**src/rtl/fifo_level_pkg.sv**
```systemverilog
// fifo_level_pkg
//  Shared definitions for the fifo_level buffer: width helpers used to size the
//  level and pointer buses, the sticky error-flag record and its update rule.
package fifo_level_pkg;

  // Ceiling log2 with a floor of 1 so a bus never collapses to zero bits.
  function automatic int unsigned fifo_clog2(input int unsigned n);
    int unsigned w;
    w = 0;
    while ((32'd1 << w) < n) w++;
    if (w == 0) w = 1;
    return w;
  endfunction

  typedef struct packed {
    logic overflow;
    logic underflow;
  } err_flags_t;

  // Sticky flag update: a new event in the same cycle beats a clear request.
  function automatic logic sticky_next(input logic cur, input logic clr, input logic evt);
    return evt | (cur & ~clr);
  endfunction

endpackage

```
**src/rtl/fifo_wrap_ptr.sv**
```systemverilog
// fifo_wrap_ptr
//  Modulo-DEPTH address pointer. Wraps from DEPTH-1 back to 0 by explicit
//  compare, so DEPTH need not be a power of two.
//  Ports:
//   clock  in   rising-edge clock
//   reset  in   synchronous active-high reset, ptr -> 0
//   clr    in   synchronous clear, ptr -> 0 (beats inc)
//   inc    in   advance by one with wrap
//   ptr    out  current pointer value, AW bits
module fifo_wrap_ptr
  import fifo_level_pkg::*;
#(
  parameter int DEPTH = 16,
  parameter int AW    = fifo_clog2(DEPTH)
) (
  input  logic          clock,
  input  logic          reset,
  input  logic          clr,
  input  logic          inc,
  output logic [AW-1:0] ptr
);

  always_ff @(posedge clock) begin
    if (reset || clr) begin
      ptr <= '0;
    end else if (inc) begin
      if (ptr == AW'(DEPTH - 1)) ptr <= '0;
      else                       ptr <= ptr + AW'(1);
    end
  end

endmodule

```
**src/rtl/fifo_level.sv**
```systemverilog
// fifo_level
//  Single-clock first-word-fall-through FIFO with fill-level reporting,
//  almost-full/almost-empty thresholds, synchronous flush and sticky
//  overflow/underflow flags. All status outputs are registered from the
//  next-state level, so no input strobe reaches a flag combinationally.
//  Ports:
//   clock, reset            rising-edge clock, synchronous active-high reset
//   flush                   empty the FIFO next edge, memory untouched
//   in_shift, in_data       write strobe and word
//   in_full, in_afull       level == DEPTH, level >= AFULL
//   out_pop, out_data       read strobe, head word (0 while empty)
//   out_nempty, out_aempty  level != 0, level <= AEMPTY
//   level                   occupancy 0..DEPTH
//   overflow, underflow     sticky error flags
//   clear_err               clear sticky flags
module fifo_level
  import fifo_level_pkg::*;
#(
  parameter int WIDTH  = 8,
  parameter int DEPTH  = 16,
  parameter int AFULL  = DEPTH - 2,
  parameter int AEMPTY = 2,
  parameter int LW     = fifo_clog2(DEPTH + 1),
  parameter int AW     = fifo_clog2(DEPTH)
) (
  input  logic             clock,
  input  logic             reset,
  input  logic             flush,
  input  logic             in_shift,
  input  logic [WIDTH-1:0] in_data,
  output logic             in_full,
  output logic             in_afull,
  input  logic             out_pop,
  output logic [WIDTH-1:0] out_data,
  output logic             out_nempty,
  output logic             out_aempty,
  output logic [LW-1:0]    level,
  output logic             overflow,
  output logic             underflow,
  input  logic             clear_err
);

  logic [WIDTH-1:0] mem [0:DEPTH-1];
  logic [AW-1:0]    wr_ptr;
  logic [AW-1:0]    rd_ptr;
  logic             push;
  logic             pop;
  logic             wr_en;
  logic [LW-1:0]    level_nxt;
  err_flags_t       err_evt;

  // Accept decisions use the registered flags only; flush suppresses both
  // the transfers and the error events they would otherwise raise.
  always_comb begin
    push              = in_shift & ~in_full & ~flush;
    pop               = out_pop & out_nempty & ~flush;
    wr_en             = push & ~reset;
    err_evt.overflow  = in_shift & in_full & ~flush;
    err_evt.underflow = out_pop & ~out_nempty & ~flush;
    level_nxt         = level;
    if (flush)             level_nxt = '0;
    else if (push && !pop) level_nxt = level + LW'(1);
    else if (pop && !push) level_nxt = level - LW'(1);
  end

  fifo_wrap_ptr #(.DEPTH(DEPTH), .AW(AW)) u_wr_ptr (
    .clock (clock),
    .reset (reset),
    .clr   (flush),
    .inc   (push),
    .ptr   (wr_ptr)
  );

  fifo_wrap_ptr #(.DEPTH(DEPTH), .AW(AW)) u_rd_ptr (
    .clock (clock),
    .reset (reset),
    .clr   (flush),
    .inc   (pop),
    .ptr   (rd_ptr)
  );

  // Storage: write-only-on-push, no reset, so it maps onto distributed RAM.
  always_ff @(posedge clock) begin
    if (wr_en) mem[wr_ptr] <= in_data;
  end

  // Level, thresholds and sticky flags all registered from the next level.
  always_ff @(posedge clock) begin
    if (reset) begin
      level      <= '0;
      in_full    <= 1'b0;
      in_afull   <= 1'b0;
      out_nempty <= 1'b0;
      out_aempty <= 1'b1;
      overflow   <= 1'b0;
      underflow  <= 1'b0;
    end else begin
      level      <= level_nxt;
      in_full    <= (level_nxt == LW'(DEPTH));
      in_afull   <= (level_nxt >= LW'(AFULL));
      out_nempty <= (level_nxt != '0);
      out_aempty <= (level_nxt <= LW'(AEMPTY));
      overflow   <= sticky_next(overflow, clear_err, err_evt.overflow);
      underflow  <= sticky_next(underflow, clear_err, err_evt.underflow);
    end
  end

  // First-word fall-through: the head word is visible without a read strobe.
  assign out_data = out_nempty ? mem[rd_ptr] : '0;

endmodule

```
**config.mk**
```make
export PLATFORM = sky130hd
export DESIGN_NAME = fifo_level
export DESIGN_NICKNAME = d
export VERILOG_FILES = /design/src/rtl/fifo_level_pkg.sv /design/src/rtl/fifo_wrap_ptr.sv /design/src/rtl/fifo_level.sv
export SDC_FILE = /design/constraint.sdc
export NUM_CORES = 1
export LEC_CHECK = 0
export ABC_AREA = 1
export CAP_MARGIN = 20
export CORE_AREA = 2 2 121 123
export CTS_BUF_LIST = sky130_fd_sc_hd__clkbuf_4 sky130_fd_sc_hd__clkbuf_8
export DETAILED_ROUTE_END_ITERATION = 16
export DIE_AREA = 0 0 123 125
export GPL_TIMING_DRIVEN = 0
export MAX_ROUTING_LAYER = met4
export PLACE_DENSITY_LB_ADDON = 0.15
export SETUP_SLACK_MARGIN = 0.05
export SLEW_MARGIN = 20
export SYNTH_ARGS = -nofsm -noshare
export SYNTH_HDL_FRONTEND = slang
export SYNTH_SLANG_ARGS = --single-unit
export TNS_END_PERCENT = 5
```
**constraint.sdc**
```tcl
create_clock -name clock -period 3.5 [get_ports clock]
set_clock_uncertainty 0.2 [all_clocks]
set_input_delay 0.7 -clock clock [delete_from_list [all_inputs] [get_ports clock]]
set_output_delay 0.7 -clock clock [all_outputs]
set_load 0.01 [all_outputs]
```
* Word-level counts from Yosys, hierarchy flattened
Memory sizes are Yosys's and may differ from the RTL's. A register that Yosys moved wholly into a read port is not among the register bits.
Index checks and enable logic that the tools add are counted.
** Operators by class
- Equality and inequality tests :: 3
- Reduce and logical (&&, ||, !) cells :: 6
- Div/mod/pow operators :: 0
- Shift-type cells :: 0
- Order comparisons :: 2
- Mux-type cells :: 10
- Multiply operators :: 0
- Add/subtract/negate cells :: 4
- Bitwise logic cells :: 18
** Operators by type and width (number)
- $mux 4 :: 4
- $mux 5 :: 3
- $and 1x1->1 :: 11
- $add 4x1->4 const B :: 2
- $eq 4x4->1 const B :: 2
- $mux 8 :: 1
- $add 5x1->5 const B :: 1
- $eq 5x5->1 const B :: 1
- $ge 5x4->1 const B :: 1
- $le 5x2->1 const B :: 1
- $not 1->1 :: 5
- $reduce_bool 5->1 :: 1
- $sub 5x1->5 const B :: 1
- $logic_and 1x1->1 :: 2
- $logic_not 1->1 :: 2
- $mux 1 :: 2
- $or 1x1->1 :: 2
- $logic_or 1x1->1 :: 1
** Word-level totals
- Memories :: 1
- Bits in registers :: 19
- Word-level logic and storage cells :: 53
- Latch bits :: 0
- RAM bits :: 128
- Bits in read-only memories :: 0
- Input bits :: 14
- Output and inout bits :: 19
** Memory list
- mem :: words 16, bits a word 8, read ports 1, clocked after Yosys merged registers in 1, write ports 1, line fifo_level.sv:43 : logic [WIDTH-1:0] mem [0:DEPTH-1];

* Depth between registers and ports, before layout
- Depth after elaboration :: 9
- Gate-level depth with buffers :: 11
- Depth with buffers taken out :: 11

* Modules after synthesis
From an unflattened synthesis, not the netlist that was laid out.
** Unflattened totals
- Cell total of the unflattened synthesis :: 523
- Area total of the unflattened synthesis :: 6068.3 um2
** Modules (own cells, without submodules)
- fifo_level :: seq. area each 4063.9 um2, cells each 473, instances 1, area each 5698.0 um2
- fifo_wrap_ptr :: seq. area each 80.1 um2, cells each 25, instances 2, area each 185.2 um2

* Least setup slack after synthesis
OpenSTA, ideal clock, no wires.
- Kind :: in2reg
- Start :: input port flush
- End :: memory mem[0][0], enable pin
- Setup slack :: 1.210 ns
- Required time :: 2.930 ns
- Arrival time :: 1.720 ns
- Path buffers :: 0
- Library setup time :: 0.370 ns
- Stages :: 5
- Cells stage by stage :: nor2_1 > inv_1 > nor2_1 > nand2_1 > nor2_1
** Between the ends
- Cells in the longest elaborated chain, start to end :: 5
** RTL lines
- from (decl) :: line fifo_level.sv:28 : input logic flush,
- $not 1->1 :: line fifo_level.sv:55 : push = in_shift & ~in_full & ~flush;
- $and 1x1->1 :: line fifo_level.sv:55
- $and 1x1->1 :: line fifo_level.sv:57 : wr_en = push & ~reset;
- $mux 1 :: line fifo_level.sv:84 : if (wr_en) mem[wr_ptr] <= in_data;
- $mux 1 (not written as such) :: line fifo_level.sv:84
- to (decl) :: line fifo_level.sv:43
No other way between the ends.

==> flow_results.org <==
** Yosys
- Netlist cell types :: 34
- Synthesized flop and latch total :: 151
- Measured against the total synthesized area, the mux share comes to 0.
- Leading register cell type out of synthesis :: edfxtp_1
- Of the total synthesized cell area, the portion taken by XOR and XNOR cells is 0.00560.
- By area, the combinational part of the netlist is dominated by simple AND/OR/NAND/NOR gates.
- The post-synthesis compound-gate area fraction is 0.120.
- Synthesized-area fraction occupied by and/or/nand/nor cells :: 0.136
- Synthesis handed over a netlist of 537 instances.
- Yosys mapped a number of flops with a built-in enable equal to 128.
- Of the synthesized area, sequential elements account for 0.688.
- The number of nets handed over by synthesis was 558.
- In the synthesized netlist the async set-or-reset flop fraction comes to 0.
- The cell area that synthesis handed to floorplanning was 6260 µm².
- In this run the mean area of a mapped cell was 11.7 µm².
- For this run, the number of Yosys warnings is 0.
- Arithmetic-cell share of the synthesized area counting full adders, half adders and majority gates :: 0.0140

** STA
- The max-slew violation total from the final report is 0.
- The worst path meets setup with 0.0684 ns of slack.
- Maximum achievable frequency :: 291 MHz
- Final total negative setup slack :: 0 ns
- Minimum clock period :: 3.43 ns
- For the pin with the worst max-slew slack, the measured transition is 0.879 ns.
- Setup violations remaining at the end of the flow were counted as 0.
- Headroom to the max-slew limit came out at 0.412.
- Period Utilization, post-route :: 0.980
- Unrepaired setup endpoints after global routing :: true
- The final count of hold timing violations is 0.

** Layout
- The repair_antennas step left the layout with diodes totalling 0.
- Relative to the synthesized area, the layout overhead comes to 15.5%.
- Post-layout instance count excluding filler cells :: 783
- In the final layout, the share of cells above drive strength 1 is 0.120.
- Number of nets in the layout :: 609
- After filler insertion, the fill cell instance count of the layout stands at 1234.
- Leaving out fill and tap cells, the most frequent cell in the layout is edfxtp_1.
- Post-route cell area :: 7230 µm²
- Most frequent cells in the layout :: edfxtp_1, nor2_1, o21ai_0, nand2_1, clkdlybuf4s50_1

** Route
- Dividing the detail-routed via count by the number of cells gives 5.44.
- Detailed-router iteration count before antenna repair :: 5
- Violation count after the first detailed-route iteration :: 546
- In the final routed layout, each cell accounts on average for 19.8 µm.
- After detailed routing, the number of remaining DRC violations is 0.
- Number of antenna-violating nets in the routed design :: 0
- For this block, the via count after detailed routing is 4263.
- Total wirelength of the detailed-routed design :: 15500 µm

** Clocking
- TritonCTS clock tree :: built
- Number of clock buffers inserted by TritonCTS :: 17
- Clock transition time at the flip-flop clock pins of the worst setup and hold paths :: 0.07 ns
- In this run the post-CTS setup repair buffer count came out at 0.
- Clock net sink count :: 151
- In this run the clock root is driven by a clkbuf_8.
- Clock latency on the worst-skew pair, taken at its later pin, is 0.44 ns.
- The number of hold buffers added after CTS was 0.
- Maximum clock insertion buffer count :: 2
- In this run the number of H-tree levels came out at 4.

** GRT
- Wire length of the first global-routing pass :: 23700 µm
- Maximum number of pins on one net before global-route repair :: 17
- The initial antenna violation count was 0.
- GRT Overall Usage :: 0.218
- Via count of the first global-routing pass :: 4155
- Sum of overflow across all layers after global routing :: 0

** Worst setup path
- STA puts the critical path data arrival time at 2.53 ns.
- The worst setup path is of the reg2out kind.
- The worst setup path is launched from a flop.
- At the worst endpoint, the required time is 2.60 ns.
- Of all nets on the critical path, the largest fanout is 10.
- Crit path capture type :: primary output

** Placement
- Standard cell area after detailed placement :: 6810 µm²
- Weighted congestion reported at the end of routability-driven placement :: 0.814
- Once detailed placement completed, the half-perimeter wirelength came to 10400 µm.
- During placement, the flow inserted port buffers numbering 32.
- OpenSTA, run right after detailed placement, puts the worst setup slack at -0.170 ns.
- Counting tap cells, the placed design contains a total of 753 instances.

** Floorplanning
- Height of the chip :: 125 µm
- Row count :: 44
- Die area :: 15400 µm²
- Initial core utilization :: 0.441
- Die Width :: 123 µm
- Total core area :: 14200 µm²
- Boundary pin count :: 33

** Power and ir drop
- Summed over all cells, the static leakage comes to 2.42 nW.
- Dividing total power by cell area gives a power density of 470 nW/µm².
- IR analysis of the VDD net gives a maximum drop of 0.229 mV.

** Status
- Status :: completed

** Job
- Number of maximum-capacitance violations :: 0

** Hold path
- The path class of the tightest hold or removal check is reg2reg.
## final timing paths
path,start,to,slack [ns],cells past startpoint
setup / recovery,flop,out_data[7],0.07,8
hold / removal,underflow$_SDFF_PP0_,underflow$_SDFF_PP0_,0.29,2
setup reg to reg,in_full$_SDFF_PP0_,mem[8][3]$_DFFE_PP_,1.20,5
hold reg to reg,underflow$_SDFF_PP0_,underflow$_SDFF_PP0_,0.29,2
## power breakdown
group / leakage (nW) / internal, mW / switching [mW] / total (mW)
clock network: 0.178 / 0.607 / 0.607 / 1.21
registers: 1.34 / 1.96 / 0.0108 / 1.97
logic: 0.899 / 0.0778 / 0.137 / 0.214
total: 2.42 / 2.64 / 0.754 / 3.40
## cells in the mapped netlist (7+ instances only)
cell	instances	area (µm²)
a21oi_1	14	70.1
buf_2	14	70.1
clkbuf_1	9	33.8
dfxtp_1	23	460
edfxtp_1	128	3840
ha_1	7	87.6
inv_1	24	90.1
nand2_1	37	139
nand3_1	24	120
nor2_1	111	417
o211ai_1	26	195
o21ai_0	68	340
o22ai_1	8	50.1
## timing repair
action,4_1_cts,5_1_grt
setup endpoints to repair,8,7
hold endpoints to repair,0,0
pin swaps,1,1
gates resized for setup,27,5
## cell families (layout without fill, tap and decap cells)
group | after synthesis | after routing
XOR/XNOR | 4 | 4
flip-flops | 151 | 151
AND/OR/NAND/NOR | 194 | 194
AO/OA/AOI/OAI | 128 | 128
buffers and inverters | 53 | 115
adder cells (fa/ha/maj) | 7 | 7
## worst max-delay path, stage by stage (launching register included)
cell and delay [ns]:
dfxtp_2 0.34, buf_6 0.15, inv_4 0.11, buf_2 0.24
o21ai_0 0.17, o211ai_1 0.12, o211ai_1 0.19, a21oi_2 0.21
clkdlybuf4s50_1 0.56
## final cells by class
type                    instances  area (µm²)  area share
plain buffers                  25         159      0.0220
clock buffers                  17         234      0.0324
clock inverters                13         115      0.0159
inverters                      28         110      0.0152
multi-input cells             333        1750       0.242
flip-flops and latches        151        4310       0.596
well taps                     184         230      0.0319
repair buffers                 32         322      0.0445
## metal layers
| metal | share of wire | vias to the layer above | global-route usage |
|---|---|---|---|
| li1 | - | 2034 | - |
| met1 | 0.45 | 2059 | 0.304 |
| met2 | 0.47 | 153 | 0.318 |
| met3 | 0.064 | 17 | 0.0497 |
| met4 | 0.015 | 0 | 0.0709 |
| met5 | 0 | - | - |
## through the flow
stage	hold WS [ns]	total power, mW	util
floorplan	0.276	2.11	-
global placement	0.265	2.22	0.479
detailed placement	0.272	2.22	0.479
CTS	0.284	3.43	0.508
global route	0.308	3.52	0.509
finish	0.285	3.40	0.509
## flip-flops by register name, summed over array words and instances, names as in the netlist, named ones only
| name | cells |
|---|---|
| u_wr_ptr.ptr | 4 |
| overflow | 1 |
| out_aempty | 1 |
| underflow | 1 |
| level | 5 |
| in_afull | 1 |
| out_nempty | 1 |
| mem | 128 |
| u_rd_ptr.ptr | 4 |
| in_full | 1 |
No activity file was read; power rests on OpenSTA's default activity.
